===== src/rtl/mi_seq_if.sv =====
// Signal bundle between mi_sequencer and instruction memory, microcode ROM, datapath and data memory.
// err_tmo exists only when MEM_TIMEOUT_EN is defined.
interface mi_seq_if #(parameter int PC_W = 11);
    logic            imem_req;
    logic [PC_W-1:0] imem_addr;
    logic            imem_ack;
    logic [21:0]     imem_data;
    logic [21:0]     ir_out;
    logic [32:0]     mi_in;
    logic            flag_z;
    logic            flag_cy;
    logic            exec_stb;
    logic [3:0]      alu_op;
    logic [1:0]      sh_op;
    logic            kmx;
    logic [5:0]      bus_b;
    logic [5:0]      bus_c;
    logic [6:0]      t_word;
    logic [4:0]      bus_a;
    logic            dmem_rd;
    logic            dmem_wr;
    logic            dmem_ack;
    logic [PC_W-1:0] pc_out;
    logic            busy;
`ifdef MEM_TIMEOUT_EN
    logic            err_tmo;
`endif

    modport master (
`ifdef MEM_TIMEOUT_EN
        output err_tmo,
`endif
        output imem_req, imem_addr, ir_out, exec_stb, alu_op, sh_op, kmx,
               bus_b, bus_c, t_word, bus_a, dmem_rd, dmem_wr, pc_out, busy,
        input  imem_ack, imem_data, mi_in, flag_z, flag_cy, dmem_ack
    );

    modport slave (
`ifdef MEM_TIMEOUT_EN
        input  err_tmo,
`endif
        input  imem_req, imem_addr, ir_out, exec_stb, alu_op, sh_op, kmx,
               bus_b, bus_c, t_word, bus_a, dmem_rd, dmem_wr, pc_out, busy,
        output imem_ack, imem_data, mi_in, flag_z, flag_cy, dmem_ack
    );
endinterface


===== src/rtl/mi_sequencer.sv =====
// Microword sequencer: fetch, decode through the ROM, execute strobe, data-memory handshake, branch/PC update.
// Optional MEM_TIMEOUT_EN adds a bounded data-memory wait with sticky err_tmo.
module mi_sequencer #(
    parameter int              PC_W   = 11,
    parameter logic [PC_W-1:0] RST_PC = '0
`ifdef MEM_TIMEOUT_EN
    , parameter int            TMO_CYC = 255
`endif
) (
    input  logic      clk,
    input  logic      reset,
    mi_seq_if.master  bus
);
    typedef enum logic [2:0] {FETCH, DECODE, EXEC, MEM, NEXT} state_t;

    state_t          state;
    logic [PC_W-1:0] pc;
    logic [21:0]     ir;
    logic [32:0]     mi;
    logic            imem_req;
    logic            exec_stb;
    logic            dmem_rd;
    logic            dmem_wr;
    logic            cond;
    logic            taken;

`ifdef MEM_TIMEOUT_EN
    localparam logic [7:0] TMO_LAST = 8'(TMO_CYC - 1);
    logic [7:0] wait_cnt;
    logic       err_tmo;
    assign bus.err_tmo = err_tmo;
`endif

    // t_word = mi[11:5]: bit 6 enables the branch, bit 4 picks CY, bit 0 picks Z; jne inverts.
    always_comb begin
        cond  = mi[9] ? bus.flag_cy : (mi[5] ? bus.flag_z : 1'b1);
        taken = mi[11] && (cond ^ (ir[21:19] == 3'b110));
    end

    always_ff @(posedge clk) begin
        if (reset) begin
            state    <= FETCH;
            pc       <= RST_PC;
            ir       <= '0;
            mi       <= '0;
            imem_req <= 1'b0;
            exec_stb <= 1'b0;
            dmem_rd  <= 1'b0;
            dmem_wr  <= 1'b0;
`ifdef MEM_TIMEOUT_EN
            wait_cnt <= '0;
            err_tmo  <= 1'b0;
`endif
        end else begin
            exec_stb <= 1'b0;
            case (state)
                FETCH: begin
                    if (!imem_req) begin
                        imem_req <= 1'b1;
                    end else if (bus.imem_ack) begin
                        ir       <= bus.imem_data;
                        imem_req <= 1'b0;
                        state    <= DECODE;
                    end
                end
                DECODE: begin
                    mi       <= bus.mi_in;
                    exec_stb <= 1'b1;
                    state    <= EXEC;
                end
                EXEC: begin
                    // A read wins when the microword asks for both.
                    if (mi[25] || mi[24]) begin
                        dmem_rd <= mi[25];
                        dmem_wr <= ~mi[25];
                        state   <= MEM;
`ifdef MEM_TIMEOUT_EN
                        wait_cnt <= '0;
`endif
                    end else begin
                        state <= NEXT;
                    end
                end
                MEM: begin
                    if (bus.dmem_ack) begin
                        dmem_rd <= 1'b0;
                        dmem_wr <= 1'b0;
                        state   <= NEXT;
`ifdef MEM_TIMEOUT_EN
                    end else if (wait_cnt == TMO_LAST) begin
                        dmem_rd <= 1'b0;
                        dmem_wr <= 1'b0;
                        err_tmo <= 1'b1;
                        state   <= NEXT;
                    end else begin
                        wait_cnt <= wait_cnt + 8'd1;
`endif
                    end
                end
                NEXT: begin
                    pc    <= taken ? ir[PC_W-1:0] : pc + PC_W'(1);
                    state <= FETCH;
                end
                default: state <= FETCH;
            endcase
        end
    end

    assign bus.imem_req  = imem_req;
    assign bus.imem_addr = pc;
    assign bus.pc_out    = pc;
    assign bus.ir_out    = ir;
    assign bus.exec_stb  = exec_stb;
    assign bus.dmem_rd   = dmem_rd;
    assign bus.dmem_wr   = dmem_wr;
    assign bus.busy      = !(state == FETCH && !imem_req);
    assign bus.alu_op    = mi[32:29];
    assign bus.sh_op     = mi[28:27];
    assign bus.kmx       = mi[26];
    assign bus.bus_b     = mi[23:18];
    assign bus.bus_c     = mi[17:12];
    assign bus.t_word    = mi[11:5];
    assign bus.bus_a     = mi[4:0];
endmodule


===== src/flat_wrapper.sv =====
// flat-port wrapper written by rule: the top's interface ports become plain ports
module mi_sequencer_flat 
#(
    parameter int              PC_W   = 11,
    parameter logic [PC_W-1:0] RST_PC = '0

)
  (clk, reset, bus_imem_req, bus_imem_addr, bus_ir_out, bus_exec_stb, bus_alu_op, bus_sh_op, bus_kmx, bus_bus_b, bus_bus_c, bus_t_word, bus_bus_a, bus_dmem_rd, bus_dmem_wr, bus_pc_out, bus_busy, bus_imem_ack, bus_imem_data, bus_mi_in, bus_flag_z, bus_flag_cy, bus_dmem_ack);
  mi_seq_if #(.PC_W(PC_W)) bus_i ();
  input  logic clk;
  input  logic reset;
  output wire logic [$bits(bus_i.imem_req)-1:0] bus_imem_req;
  output wire logic [$bits(bus_i.imem_addr)-1:0] bus_imem_addr;
  output wire logic [$bits(bus_i.ir_out)-1:0] bus_ir_out;
  output wire logic [$bits(bus_i.exec_stb)-1:0] bus_exec_stb;
  output wire logic [$bits(bus_i.alu_op)-1:0] bus_alu_op;
  output wire logic [$bits(bus_i.sh_op)-1:0] bus_sh_op;
  output wire logic [$bits(bus_i.kmx)-1:0] bus_kmx;
  output wire logic [$bits(bus_i.bus_b)-1:0] bus_bus_b;
  output wire logic [$bits(bus_i.bus_c)-1:0] bus_bus_c;
  output wire logic [$bits(bus_i.t_word)-1:0] bus_t_word;
  output wire logic [$bits(bus_i.bus_a)-1:0] bus_bus_a;
  output wire logic [$bits(bus_i.dmem_rd)-1:0] bus_dmem_rd;
  output wire logic [$bits(bus_i.dmem_wr)-1:0] bus_dmem_wr;
  output wire logic [$bits(bus_i.pc_out)-1:0] bus_pc_out;
  output wire logic [$bits(bus_i.busy)-1:0] bus_busy;
  input wire logic [$bits(bus_i.imem_ack)-1:0] bus_imem_ack;
  input wire logic [$bits(bus_i.imem_data)-1:0] bus_imem_data;
  input wire logic [$bits(bus_i.mi_in)-1:0] bus_mi_in;
  input wire logic [$bits(bus_i.flag_z)-1:0] bus_flag_z;
  input wire logic [$bits(bus_i.flag_cy)-1:0] bus_flag_cy;
  input wire logic [$bits(bus_i.dmem_ack)-1:0] bus_dmem_ack;
  assign bus_imem_req = bus_i.imem_req;
  assign bus_imem_addr = bus_i.imem_addr;
  assign bus_ir_out = bus_i.ir_out;
  assign bus_exec_stb = bus_i.exec_stb;
  assign bus_alu_op = bus_i.alu_op;
  assign bus_sh_op = bus_i.sh_op;
  assign bus_kmx = bus_i.kmx;
  assign bus_bus_b = bus_i.bus_b;
  assign bus_bus_c = bus_i.bus_c;
  assign bus_t_word = bus_i.t_word;
  assign bus_bus_a = bus_i.bus_a;
  assign bus_dmem_rd = bus_i.dmem_rd;
  assign bus_dmem_wr = bus_i.dmem_wr;
  assign bus_pc_out = bus_i.pc_out;
  assign bus_busy = bus_i.busy;
  assign bus_i.imem_ack = bus_imem_ack;
  assign bus_i.imem_data = bus_imem_data;
  assign bus_i.mi_in = bus_mi_in;
  assign bus_i.flag_z = bus_flag_z;
  assign bus_i.flag_cy = bus_flag_cy;
  assign bus_i.dmem_ack = bus_dmem_ack;
  mi_sequencer #(.PC_W(PC_W), .RST_PC(RST_PC)) u_core (.clk(clk), .reset(reset), .bus(bus_i));
endmodule

===== config.mk =====
export PLATFORM = sky130hd
export DESIGN_NAME = mi_sequencer_flat
export DESIGN_NICKNAME = d
export VERILOG_FILES = /design/src/rtl/mi_seq_if.sv /design/src/rtl/mi_sequencer.sv /design/src/flat_wrapper.sv
export SDC_FILE = /design/constraint.sdc
export NUM_CORES = 1
export LEC_CHECK = 0
export ABC_AREA = 1
export BUFFER_PORTS_ARGS = -buffer_cell sky130_fd_sc_hd__buf_2
export CAP_MARGIN = 20
export CELL_PAD_IN_SITES_DETAIL_PLACEMENT = 0
export CELL_PAD_IN_SITES_GLOBAL_PLACEMENT = 1
export CORE_MARGIN = 2
export CORE_UTILIZATION = 33
export DETAILED_ROUTE_END_ITERATION = 10
export GPL_TIMING_DRIVEN = 0
export PLACE_DENSITY_LB_ADDON = 0.08
export SLEW_MARGIN = 20
export SYNTH_ARGS = -nofsm -noshare
export SYNTH_HDL_FRONTEND = slang
export SYNTH_SLANG_ARGS = --single-unit

===== constraint.sdc =====
create_clock -name clk -period 1.6 [get_ports clk]
set_input_delay 0.16 -clock clk [delete_from_list [all_inputs] [get_ports clk]]
set_output_delay 0.16 -clock clk [all_outputs]
set_load 0.05 [all_outputs]

Yosys cells after proc, flatten, opt, wreduce, memory -nomap -nowiden
Index checks and enable logic that the tools add are counted.
{"block": "word_totals", "ff_bits": 73, "in_bits": 61, "out_inout_bits": 80, "wordCells": 46}
{"block": "classes", "addsub": 1, "eq_ne": 9, "muxes": 16, "bitwise_logic": 2, "n_reduce_logical": 10}
{"op": "$mux 3", "count": 4}
{"op": "$pmux 3 s4", "count": 1}
{"op": "$add 11x1->11 const B", "count": 1}
{"op": "$mux 11", "count": 1}
{"op": "$reduce_and 3->1", "count": 3}
{"op": "$mux 1", "count": 8}
{"op": "$eq 3x2->1 const B", "count": 2}
{"op": "$eq 3x3->1 const B", "count": 2}
{"op": "$ne 2x1->1 const B", "count": 2}
{"op": "$ne 2x2->1 const B", "count": 2}
{"op": "$pmux 1 s2", "count": 2}
{"op": "$eq 3x1->1 const B", "count": 1}
{"op": "$logic_not 3->1", "count": 1}
{"op": "$logic_and 1x1->1", "count": 2}
{"op": "$logic_not 1->1", "count": 2}
{"op": "$reduce_bool 2->1", "count": 1}
{"op": "$logic_or 1x1->1", "count": 1}
{"op": "$not 1->1", "count": 1}
{"op": "$xor 1x1->1", "count": 1}

Longest topological paths before layout
Gate-level depths: netlist of the first run.
{"block": "depth", "depth_word": 5, "mapped_depth": 10, "depth_no_buf": 10}

Least setup slack after synthesis of the first run
OpenSTA, ideal clock, no wires.
{"block": "synth_path", "path_kind": "register to register", "startpoint": "register u_core.pc[1] (netlist: u_core.bus.imem_addr[1])", "endpoint": "register u_core.pc[8] (netlist: u_core.bus.imem_addr[8])", "setup_ns": 0.113, "t_arrival_ns": 1.637, "t_required_ns": 1.487, "slack_ns": -0.150, "path_stages_with_launch": 11, "path_buffers": 0, "synth_period_minus_slack_ns": 1.750, "path_cell_list": "dfxtp_1 ha_1 nand2_1 nor2_2 nand2_1 nand2_1 nand2_1 nand2_1 nand2_1 o21ai_1 inv_1"}
{"block": "synth_between", "elab_chain_cells": 2}
{"element": "start: declaration", "line": "mi_sequencer.sv:17", "rtl": "logic [PC_W-1:0] pc;"}
{"element": "start signal: assignment", "line": "mi_sequencer.sv:101", "rtl": "pc <= taken ? ir[PC_W-1:0] : pc + PC_W'(1);"}
{"element": "$add 11x1->11", "line": "mi_sequencer.sv:101"}
{"element": "$mux 11", "line": "mi_sequencer.sv:101"}
No other way between the ends.
A chain may end at the register's enable or synchronous reset.

Worst setup path in the final report of the first run
{"block": "layout_path", "startpoint": "register u_core.state[2]", "endpoint": "output bus_busy"}
{"block": "layout_between", "elab_chain_cells": 3}
{"element": "start: declaration", "line": "mi_sequencer.sv:16", "rtl": "state_t state;"}
{"element": "start signal: assignment", "line": "mi_sequencer.sv:42", "rtl": "state <= FETCH;"}
{"element": "start signal: assignment", "line": "mi_sequencer.sv:63", "rtl": "state <= DECODE;"}
{"element": "start signal: assignment", "line": "mi_sequencer.sv:69", "rtl": "state <= EXEC;"}
{"element": "$logic_not 3->1", "line": "mi_sequencer.sv:116", "rtl": "assign bus.busy = !(state == FETCH && !imem_req);"}
{"element": "$logic_and 1x1->1", "line": "mi_sequencer.sv:116"}
{"element": "$logic_not 1->1", "line": "mi_sequencer.sv:116"}
{"element": "end: declaration", "line": "flat_wrapper.sv:26", "rtl": "output wire logic [$bits(bus_i.busy)-1:0] bus_busy;"}
No other way between the ends.

==> results of run 1 <==
synth_stat cells:
| master | n | area share (%) |
|---|---|---|
| sky130_fd_sc_hd__a211oi_1 | 1 | 0.22 |
| sky130_fd_sc_hd__a21oi_1 | 16 | 2.4 |
| sky130_fd_sc_hd__a21oi_2 | 1 | 0.26 |
| sky130_fd_sc_hd__and3_2 | 1 | 0.22 |
| sky130_fd_sc_hd__buf_2 | 9 | 1.3 |
| sky130_fd_sc_hd__buf_4 | 42 | 9.3 |
| sky130_fd_sc_hd__buf_6 | 4 | 1.3 |
| sky130_fd_sc_hd__buf_8 | 1 | 0.44 |
| sky130_fd_sc_hd__clkbuf_1 | 6 | 0.66 |
| sky130_fd_sc_hd__clkbuf_2 | 1 | 0.15 |
| sky130_fd_sc_hd__dfxtp_1 | 73 | 43 |
| sky130_fd_sc_hd__ha_1 | 1 | 0.37 |
| sky130_fd_sc_hd__inv_1 | 32 | 3.5 |
| sky130_fd_sc_hd__inv_2 | 5 | 0.55 |
| sky130_fd_sc_hd__nand2_1 | 46 | 5.1 |
| sky130_fd_sc_hd__nand2_2 | 1 | 0.18 |
| sky130_fd_sc_hd__nand3_1 | 25 | 3.7 |
| sky130_fd_sc_hd__nand4_1 | 11 | 2.0 |
| sky130_fd_sc_hd__nor2_1 | 112 | 12 |
| sky130_fd_sc_hd__nor2_2 | 2 | 0.37 |
| sky130_fd_sc_hd__nor2_4 | 1 | 0.33 |
| sky130_fd_sc_hd__nor3_1 | 2 | 0.29 |
| sky130_fd_sc_hd__nor3_4 | 2 | 0.96 |
| sky130_fd_sc_hd__o211ai_1 | 1 | 0.22 |
| sky130_fd_sc_hd__o21ai_0 | 46 | 6.8 |
| sky130_fd_sc_hd__o21ai_1 | 5 | 0.74 |
| sky130_fd_sc_hd__o21ai_2 | 7 | 1.8 |
| sky130_fd_sc_hd__o31ai_1 | 1 | 0.22 |
| sky130_fd_sc_hd__or2_2 | 1 | 0.18 |
| sky130_fd_sc_hd__xor2_1 | 4 | 1.0 |
final timing paths:
path / cells after the start / to / startpoint / slack [ns]
max reg2reg: 10 / u_core.bus.imem_addr[8] / u_core.bus.imem_addr[0] / 0.17
min: 3 / u_core.bus.ir_out[21] / bus_imem_data[21] / 0.02
min reg2reg: 2 / u_core.mi[24] / u_core.mi[24] / 0.46
max: 4 / bus_busy / u_core.state[2] / 0.06
power by group through the flow:
stage	Clock (mW)	Sequential [mW]	Combinational (mW)
global placement	0	2.77	4.68
CTS	1.57	2.76	4.77
global route	1.65	2.84	5.09
detailed placement	0	2.78	4.70
finish	1.52	2.77	4.74
floorplan	0	3.43	3.00
sequential cells by signal (all words and copies together), names as in the netlist:
| register | flops |
|---|---|
| u_core.bus.dmem_wr | 1 |
| u_core.state | 3 |
| u_core.bus.dmem_rd | 1 |
| u_core.bus.imem_addr | 11 |
| u_core.mi | 33 |
| u_core.bus.imem_req | 1 |
| u_core.bus.ir_out | 22 |
| u_core.bus.exec_stb | 1 |
layout by cell type (no fill, tap or decap), drive strengths merged:
cell         synthesis  routed
a21oi               17      17
nand2               47      47
a211oi               1       1
or2                  1       1
clkinv               0       3
buf                 56     197
dlygate4sd3          0       1
o31ai                1       1
nand3               25      25
nor2               115     115
clkinvlp             0       2
dfxtp               73      73
and3                 1       1
o21ai               58      58
clkbuf               7      17
o211ai               1       1
nor3                 4       4
inv                 37      37
xor2                 4       4
bufinv               0       1
nand4               11      11
ha                   1       1
cell families after synthesis:
kind of cell | synth area share [%]
xor gates and xnor gates | 1.03
AOI/OAI and AO/OA | 12.6
adders and majority gates | 0.368
DFF | 43.0
buffers and inverters | 17.3
and+or+nand+nor | 25.7
routing by layer:
metal	vias up	share of wire (%)	track usage (%)
met1	1481	44	21.0
met3	13	7.0	6.37
li1	1738	-	-
met2	100	47	28.6
met4	0	2.1	7.05
met5	-	0	0
worst min-delay path, stage by stage:
cell	delay, ns
sky130_fd_sc_hd__buf_2	0.07
sky130_fd_sc_hd__nor2_1	0.03
sky130_fd_sc_hd__nor2_1	0.08
cell type report:
type	instances	share of cell area, %
sequential	73	32.5
multi-input combinational	287	30.2
timing repair buffer	142	16.0
buffer	63	9.91
tap	136	3.76
inverter	37	3.07
clock buffer	10	3.04
clock inverter	6	1.49
timing repair:
item | 4_1_cts | 5_1_grt
hold buffers | 0 | 1
pin swaps | 1 | 2
setup endpoints to repair | 1 | 2
endpoints found under the hold margin | 0 | 1
gates resized for setup | 4 | 5
setup buffers | 1 | 0
==> impl_metrics.xml, run 1 <==
<?xml version="1.0" encoding="UTF-8"?>
<metrics>
  <group name="hold_path">
    <metric name="min_path_type" unit="">input port to register</metric>
  </group>
  <group name="floorplan">
    <metric name="top_level_ports" unit="">141</metric>
    <metric name="core" unit="µm²">10100</metric>
    <metric name="rows" unit="">37</metric>
    <metric name="dieArea" unit="µm²">11100</metric>
    <metric name="die_x" unit="µm">105</metric>
    <metric name="floorplan.initialDensity" unit="%">33.5</metric>
    <metric name="die_height" unit="µm">105</metric>
  </group>
  <group name="route">
    <metric name="routed_via_density" unit="">4.42</metric>
    <metric name="drt_pass_1_iters" unit="">4</metric>
    <metric name="starting_drc_count_in_detailed_routing" unit="">140</metric>
    <metric name="postRouteAntennaNets" unit="">0</metric>
    <metric name="wl_per_cell" unit="µm">12.8</metric>
    <metric name="vias" unit="">3332</metric>
    <metric name="drc" unit="">0</metric>
    <metric name="drt-total-wl" unit="µm">9670</metric>
  </group>
  <group name="sta">
    <metric name="setup-tns-final" unit="ns">0</metric>
    <metric name="setup_repair_after_global_routing_missed_its_margin" unit="">true</metric>
    <metric name="layout_worst_path_cycle_share" unit="%">96.3</metric>
    <metric name="slew_headroom" unit="%">62.2</metric>
    <metric name="fin_max_slew_vios" unit="">0</metric>
    <metric name="hold_violations" unit="">0</metric>
    <metric name="max_slew.worst_pin.slew" unit="ns">0.566</metric>
    <metric name="fmax" unit="MHz">649</metric>
    <metric name="fin_worst_hold_slack" unit="ns">0.0248</metric>
    <metric name="finalClockSkew" unit="ns">0.0118</metric>
    <metric name="finalWorstSetupSlack" unit="ns">0.0585</metric>
    <metric name="period_minus_slack" unit="ns">1.54</metric>
    <metric name="setup-violations-final" unit="">0</metric>
  </group>
  <group name="power">
    <metric name="p_int" unit="mW">4.55</metric>
    <metric name="power_frac_comb" unit="%">52.5</metric>
    <metric name="pwr-share-clk" unit="%">16.8</metric>
    <metric name="total_power" unit="mW">9.03</metric>
    <metric name="static-leakage-power" unit="nW">2.39</metric>
    <metric name="p_switching" unit="mW">4.48</metric>
    <metric name="powerDensity" unit="nW/µm²">2000</metric>
    <metric name="power_switching_share" unit="%">49.6</metric>
    <metric name="peakVddDrop" unit="mV">0.766</metric>
    <metric name="seq_power_share" unit="%">30.7</metric>
  </group>
  <group name="global_routing">
    <metric name="overall_fraction_of_global_route_tracks_in_use" unit="%">17.6</metric>
    <metric name="globalRouteOverflowTotal" unit="">0</metric>
    <metric name="first_pass_grt_wire_length" unit="µm">15300</metric>
    <metric name="number_of_global_route_vias_before_repair" unit="">3174</metric>
    <metric name="antenna_violations_before_repair" unit="">0</metric>
    <metric name="grt_max_degree" unit="">14</metric>
  </group>
  <group name="synthesis">
    <metric name="postSynthNetCount" unit="">522</metric>
    <metric name="synth_area" unit="µm²">3400</metric>
    <metric name="yosysWarningCount" unit="">0</metric>
    <metric name="post_synth_inst_count" unit="">460</metric>
    <metric name="postSynthRegisterBits" unit="">73</metric>
    <metric name="synth.avg_cell_area" unit="µm²">7.38</metric>
    <metric name="synth_cell_types" unit="">30</metric>
    <metric name="synth.yosys.seq_area_share" unit="%">43.0</metric>
  </group>
  <group name="clock_tree">
    <metric name="numCtsBuffers" unit="">9</metric>
    <metric name="buffer_cell_driving_the_clock_tree_root" unit="">sky130_fd_sc_hd__clkbuf_8</metric>
    <metric name="clock_pin_slew_worst_setup_and_hold_paths" unit="ns">0.09</metric>
    <metric name="cts-root-to-sink-buffers" unit="">2</metric>
    <metric name="cts.sinks" unit="">73</metric>
    <metric name="tritoncts" unit="">done</metric>
    <metric name="cts.htree.levels" unit="">3</metric>
    <metric name="clock_latency" unit="ns">0.35</metric>
  </group>
  <group name="setup_path">
    <metric name="crit_path_cell_trace" unit="">nor2_4 -&gt; nand2_4 -&gt; or2_2 -&gt; buf_6</metric>
    <metric name="timing.critical_path.from_type" unit="">register</metric>
    <metric name="timing.critical_path.slowest_stage_cell" unit="">sky130_fd_sc_hd__dfxtp_2</metric>
    <metric name="maximum_net_fanout_on_the_critical_path" unit="">4</metric>
    <metric name="data_required_time_of_the_worst_path" unit="ns">1.44</metric>
    <metric name="critical-path-top-delay-family" unit="">simple AND/OR/NAND/NOR gates</metric>
    <metric name="cp_data_arrival_time" unit="ns">1.38</metric>
    <metric name="delay_of_the_slowest_critical_path_stage" unit="ns">0.37</metric>
    <metric name="setup.worst_path.end_class" unit="">output pin</metric>
    <metric name="worst-path-buf-inv" unit="">1</metric>
    <metric name="worst-setup-path-type" unit="">register to output pin</metric>
  </group>
  <group name="final_layout">
    <metric name="ff_latch_area" unit="µm²">1470</metric>
    <metric name="final_layout_size_suffix_gt1_share" unit="%">38.8</metric>
    <metric name="multi_input_comb_area" unit="µm²">1360</metric>
    <metric name="design.final.nets" unit="">675</metric>
    <metric name="fillers" unit="">1050</metric>
    <metric name="finish.utilization" unit="%">44.6</metric>
    <metric name="stdcell_area" unit="µm²">4520</metric>
    <metric name="insertedDiodeCount" unit="">0</metric>
    <metric name="finalNonFillerCells" unit="">754</metric>
    <metric name="area_delta_synth_final" unit="%">33.1</metric>
  </group>
  <group name="place">
    <metric name="placed_wire_length_estimate" unit="µm">7100</metric>
    <metric name="placement.cell_area" unit="µm²">4270</metric>
    <metric name="portBuffers" unit="">140</metric>
    <metric name="detailedPlace.worstSlack" unit="ns">0.110</metric>
    <metric name="place_inst" unit="">736</metric>
    <metric name="gp_congestion" unit="">0.807</metric>
  </group>
  <group name="job">
    <metric name="maxCapViolations" unit="">0</metric>
  </group>
  <group name="status">
    <metric name="run_status" unit="">finished, final reports clean</metric>
  </group>
</metrics>
Power figures use the tool's default switching activity.
==> run 2, diff against run 1 <==
--- a/config.mk
+++ b/config.mk
@@ -12,6 +12,7 @@
 export CELL_PAD_IN_SITES_GLOBAL_PLACEMENT = 1
 export CORE_MARGIN = 2
 export CORE_UTILIZATION = 33
+export CTS_BUF_LIST = sky130_fd_sc_hd__clkbuf_16
 export DETAILED_ROUTE_END_ITERATION = 10
 export GPL_TIMING_DRIVEN = 0
 export PLACE_DENSITY_LB_ADDON = 0.08
==> impl_metrics.xml, run 2 (synthesis gave the netlist of run 1 again) <==
<?xml version="1.0" encoding="UTF-8"?>
<metrics>
  <group name="status">
    <metric name="run_status" unit="">finished, final reports clean</metric>
  </group>
  <group name="power">
    <metric name="powerDensity" unit="nW/µm²">2070</metric>
    <metric name="static-leakage-power" unit="nW">2.43</metric>
    <metric name="total_power" unit="mW">9.52</metric>
    <metric name="peakVddDrop" unit="mV">0.810</metric>
  </group>
  <group name="final_layout">
    <metric name="number_of_flip_flops_in_the_largest_register" unit="">33</metric>
    <metric name="area_delta_synth_final" unit="%">35.3</metric>
    <metric name="stdcell_area" unit="µm²">4600</metric>
    <metric name="insertedDiodeCount" unit="">0</metric>
    <metric name="final_layout_size_suffix_gt1_share" unit="%">38.8</metric>
    <metric name="finalNonFillerCells" unit="">754</metric>
    <metric name="top_register_by_number_of_flip_flops" unit="">u_core.mi</metric>
    <metric name="layout_commonest_cell" unit="">sky130_fd_sc_hd__buf_2</metric>
    <metric name="design.final.nets" unit="">675</metric>
    <metric name="finish.utilization" unit="%">45.3</metric>
    <metric name="fillers" unit="">1048</metric>
    <metric name="layout_common_cells" unit="">sky130_fd_sc_hd__buf_2, sky130_fd_sc_hd__nor2_1, sky130_fd_sc_hd__dfxtp_1</metric>
  </group>
  <group name="setup_path">
    <metric name="reg2reg_from" unit="">u_core.state[0]</metric>
    <metric name="crit_path_cell_trace" unit="">nor2_2 -&gt; nand2_2 -&gt; or2_2 -&gt; buf_6</metric>
    <metric name="timing.critical_path.slowest_stage_cell" unit="">sky130_fd_sc_hd__dfxtp_2</metric>
    <metric name="worst-setup-path-type" unit="">register to output pin</metric>
    <metric name="critical-path-top-delay-family" unit="">simple AND/OR/NAND/NOR gates</metric>
    <metric name="regToRegEndpoint" unit="">u_core.mi[11]</metric>
    <metric name="maximum_net_fanout_on_the_critical_path" unit="">4</metric>
    <metric name="delay_of_the_slowest_critical_path_stage" unit="ns">0.35</metric>
    <metric name="cp_data_arrival_time" unit="ns">1.39</metric>
    <metric name="worst-path-buf-inv" unit="">1</metric>
    <metric name="critical_path_cell_count" unit="">4</metric>
    <metric name="data_required_time_of_the_worst_path" unit="ns">1.44</metric>
    <metric name="rr_worst_depth" unit="">6</metric>
    <metric name="timing.critical_path.from_type" unit="">register</metric>
    <metric name="setup.worst_path.end_class" unit="">output pin</metric>
    <metric name="r2r_setup_slack" unit="ns">0.16</metric>
  </group>
  <group name="global_routing">
    <metric name="grt_max_degree" unit="">14</metric>
    <metric name="first_pass_grt_wire_length" unit="µm">15400</metric>
    <metric name="antenna_violations_before_repair" unit="">0</metric>
    <metric name="overall_fraction_of_global_route_tracks_in_use" unit="%">17.6</metric>
    <metric name="number_of_global_route_vias_before_repair" unit="">3192</metric>
    <metric name="globalRouteOverflowTotal" unit="">0</metric>
  </group>
  <group name="place">
    <metric name="placement.cell_area" unit="µm²">4270</metric>
    <metric name="placed_wire_length_estimate" unit="µm">7100</metric>
    <metric name="place_inst" unit="">736</metric>
    <metric name="detailedPlace.worstSlack" unit="ns">0.110</metric>
    <metric name="portBuffers" unit="">140</metric>
    <metric name="gp_congestion" unit="">0.807</metric>
  </group>
  <group name="route">
    <metric name="starting_drc_count_in_detailed_routing" unit="">133</metric>
    <metric name="drt-total-wl" unit="µm">9770</metric>
    <metric name="vias" unit="">3342</metric>
    <metric name="postRouteAntennaNets" unit="">0</metric>
    <metric name="routed_via_density" unit="">4.43</metric>
    <metric name="wl_per_cell" unit="µm">13.0</metric>
    <metric name="drt_pass_1_iters" unit="">4</metric>
    <metric name="drc" unit="">0</metric>
  </group>
  <group name="floorplan">
    <metric name="die_x" unit="µm">105</metric>
    <metric name="rows" unit="">37</metric>
    <metric name="core" unit="µm²">10100</metric>
    <metric name="die_height" unit="µm">105</metric>
    <metric name="floorplan.initialDensity" unit="%">33.5</metric>
    <metric name="dieArea" unit="µm²">11100</metric>
    <metric name="top_level_ports" unit="">141</metric>
  </group>
  <group name="hold_path">
    <metric name="holdPathStages" unit="">3</metric>
    <metric name="min-delay-start" unit="">bus_imem_data[21]</metric>
    <metric name="hold_end" unit="">u_core.bus.ir_out[21]</metric>
    <metric name="min_path_type" unit="">input port to register</metric>
  </group>
  <group name="sta">
    <metric name="slew_headroom" unit="%">62.8</metric>
    <metric name="finalClockSkew" unit="ns">0.00516</metric>
    <metric name="fin_worst_hold_slack" unit="ns">0.0466</metric>
    <metric name="hold_violations" unit="">0</metric>
    <metric name="finalWorstSetupSlack" unit="ns">0.0548</metric>
    <metric name="fmax" unit="MHz">647</metric>
    <metric name="period_minus_slack" unit="ns">1.55</metric>
    <metric name="setup-violations-final" unit="">0</metric>
    <metric name="max_slew.worst_pin.slew" unit="ns">0.557</metric>
    <metric name="layout_worst_path_cycle_share" unit="%">96.6</metric>
    <metric name="fin_max_slew_vios" unit="">0</metric>
    <metric name="setup-tns-final" unit="ns">0</metric>
  </group>
  <group name="clock_tree">
    <metric name="clock_pin_slew_worst_setup_and_hold_paths" unit="ns">0.06</metric>
    <metric name="cts.sinks" unit="">73</metric>
    <metric name="buffer_cell_driving_the_clock_tree_root" unit="">sky130_fd_sc_hd__clkbuf_16</metric>
    <metric name="hold_buffers" unit="">0</metric>
    <metric name="cts-root-to-sink-buffers" unit="">2</metric>
    <metric name="tritoncts" unit="">done</metric>
    <metric name="clock_latency" unit="ns">0.33</metric>
    <metric name="cts.htree.levels" unit="">3</metric>
    <metric name="numCtsBuffers" unit="">9</metric>
  </group>
  <group name="job">
    <metric name="maxCapViolations" unit="">0</metric>
  </group>
</metrics>
-- run 2: worst register-to-register path, stage by stage (launching register included) --
cell                      delay (ns)
sky130_fd_sc_hd__dfxtp_2        0.39
sky130_fd_sc_hd__inv_2          0.07
sky130_fd_sc_hd__nor3_4         0.27
sky130_fd_sc_hd__inv_2          0.17
sky130_fd_sc_hd__buf_2          0.23
sky130_fd_sc_hd__nor2_1         0.12
sky130_fd_sc_hd__nor2_1         0.07
-- run 2: power by group --
group	leakage, nW	internal (mW)	switching, mW
sequential	0.598	2.39	0.370
clock	0.139	1.20	0.806
combinational	1.69	1.39	3.35
-- run 2: metal layers --
metal  GRT usage (%)  vias to the layer above  part of all wire [%]
met4            7.52                        0                   2.3
li1                -                     1736                     -
met3            5.63                       14                   6.7
met1            21.2                     1490                    44
met2            28.8                      102                    47
met5               0                        -                     0
-- run 2: final cells by class --
cell class	count	area [µm²]	area share, %
Clock inverter	7	71.3	1.55
Multi-Input combinational cell	287	1350	29.5
Buffer	63	448	9.74
Tap cell	136	170	3.70
Timing Repair Buffer	142	722	15.7
Sequential cell	73	1470	31.9
Inverter	37	139	3.02
Clock buffer	9	225	4.90
-- run 2: worst max path at each step --
stage	from	end	slack, ns
floorplan	u_core.bus.imem_addr[2]	u_core.bus.imem_addr[8]	0.009
global placement	u_core.bus.imem_addr[1]	u_core.bus.imem_addr[8]	0.12
detailed placement	u_core.state[0]	u_core.mi[11]	0.11
CTS	u_core.state[2]	bus_busy	0.02
global route	u_core.state[2]	bus_busy	-0.01
finish	u_core.state[2]	bus_busy	0.05
-- run 2: what timing repair did --
item	4_1_cts	5_1_grt
resized for setup	2	4
buffers inserted	1	1
pin swaps	1	1
hold endpoints to repair	0	0
setup endpoints to repair	1	2
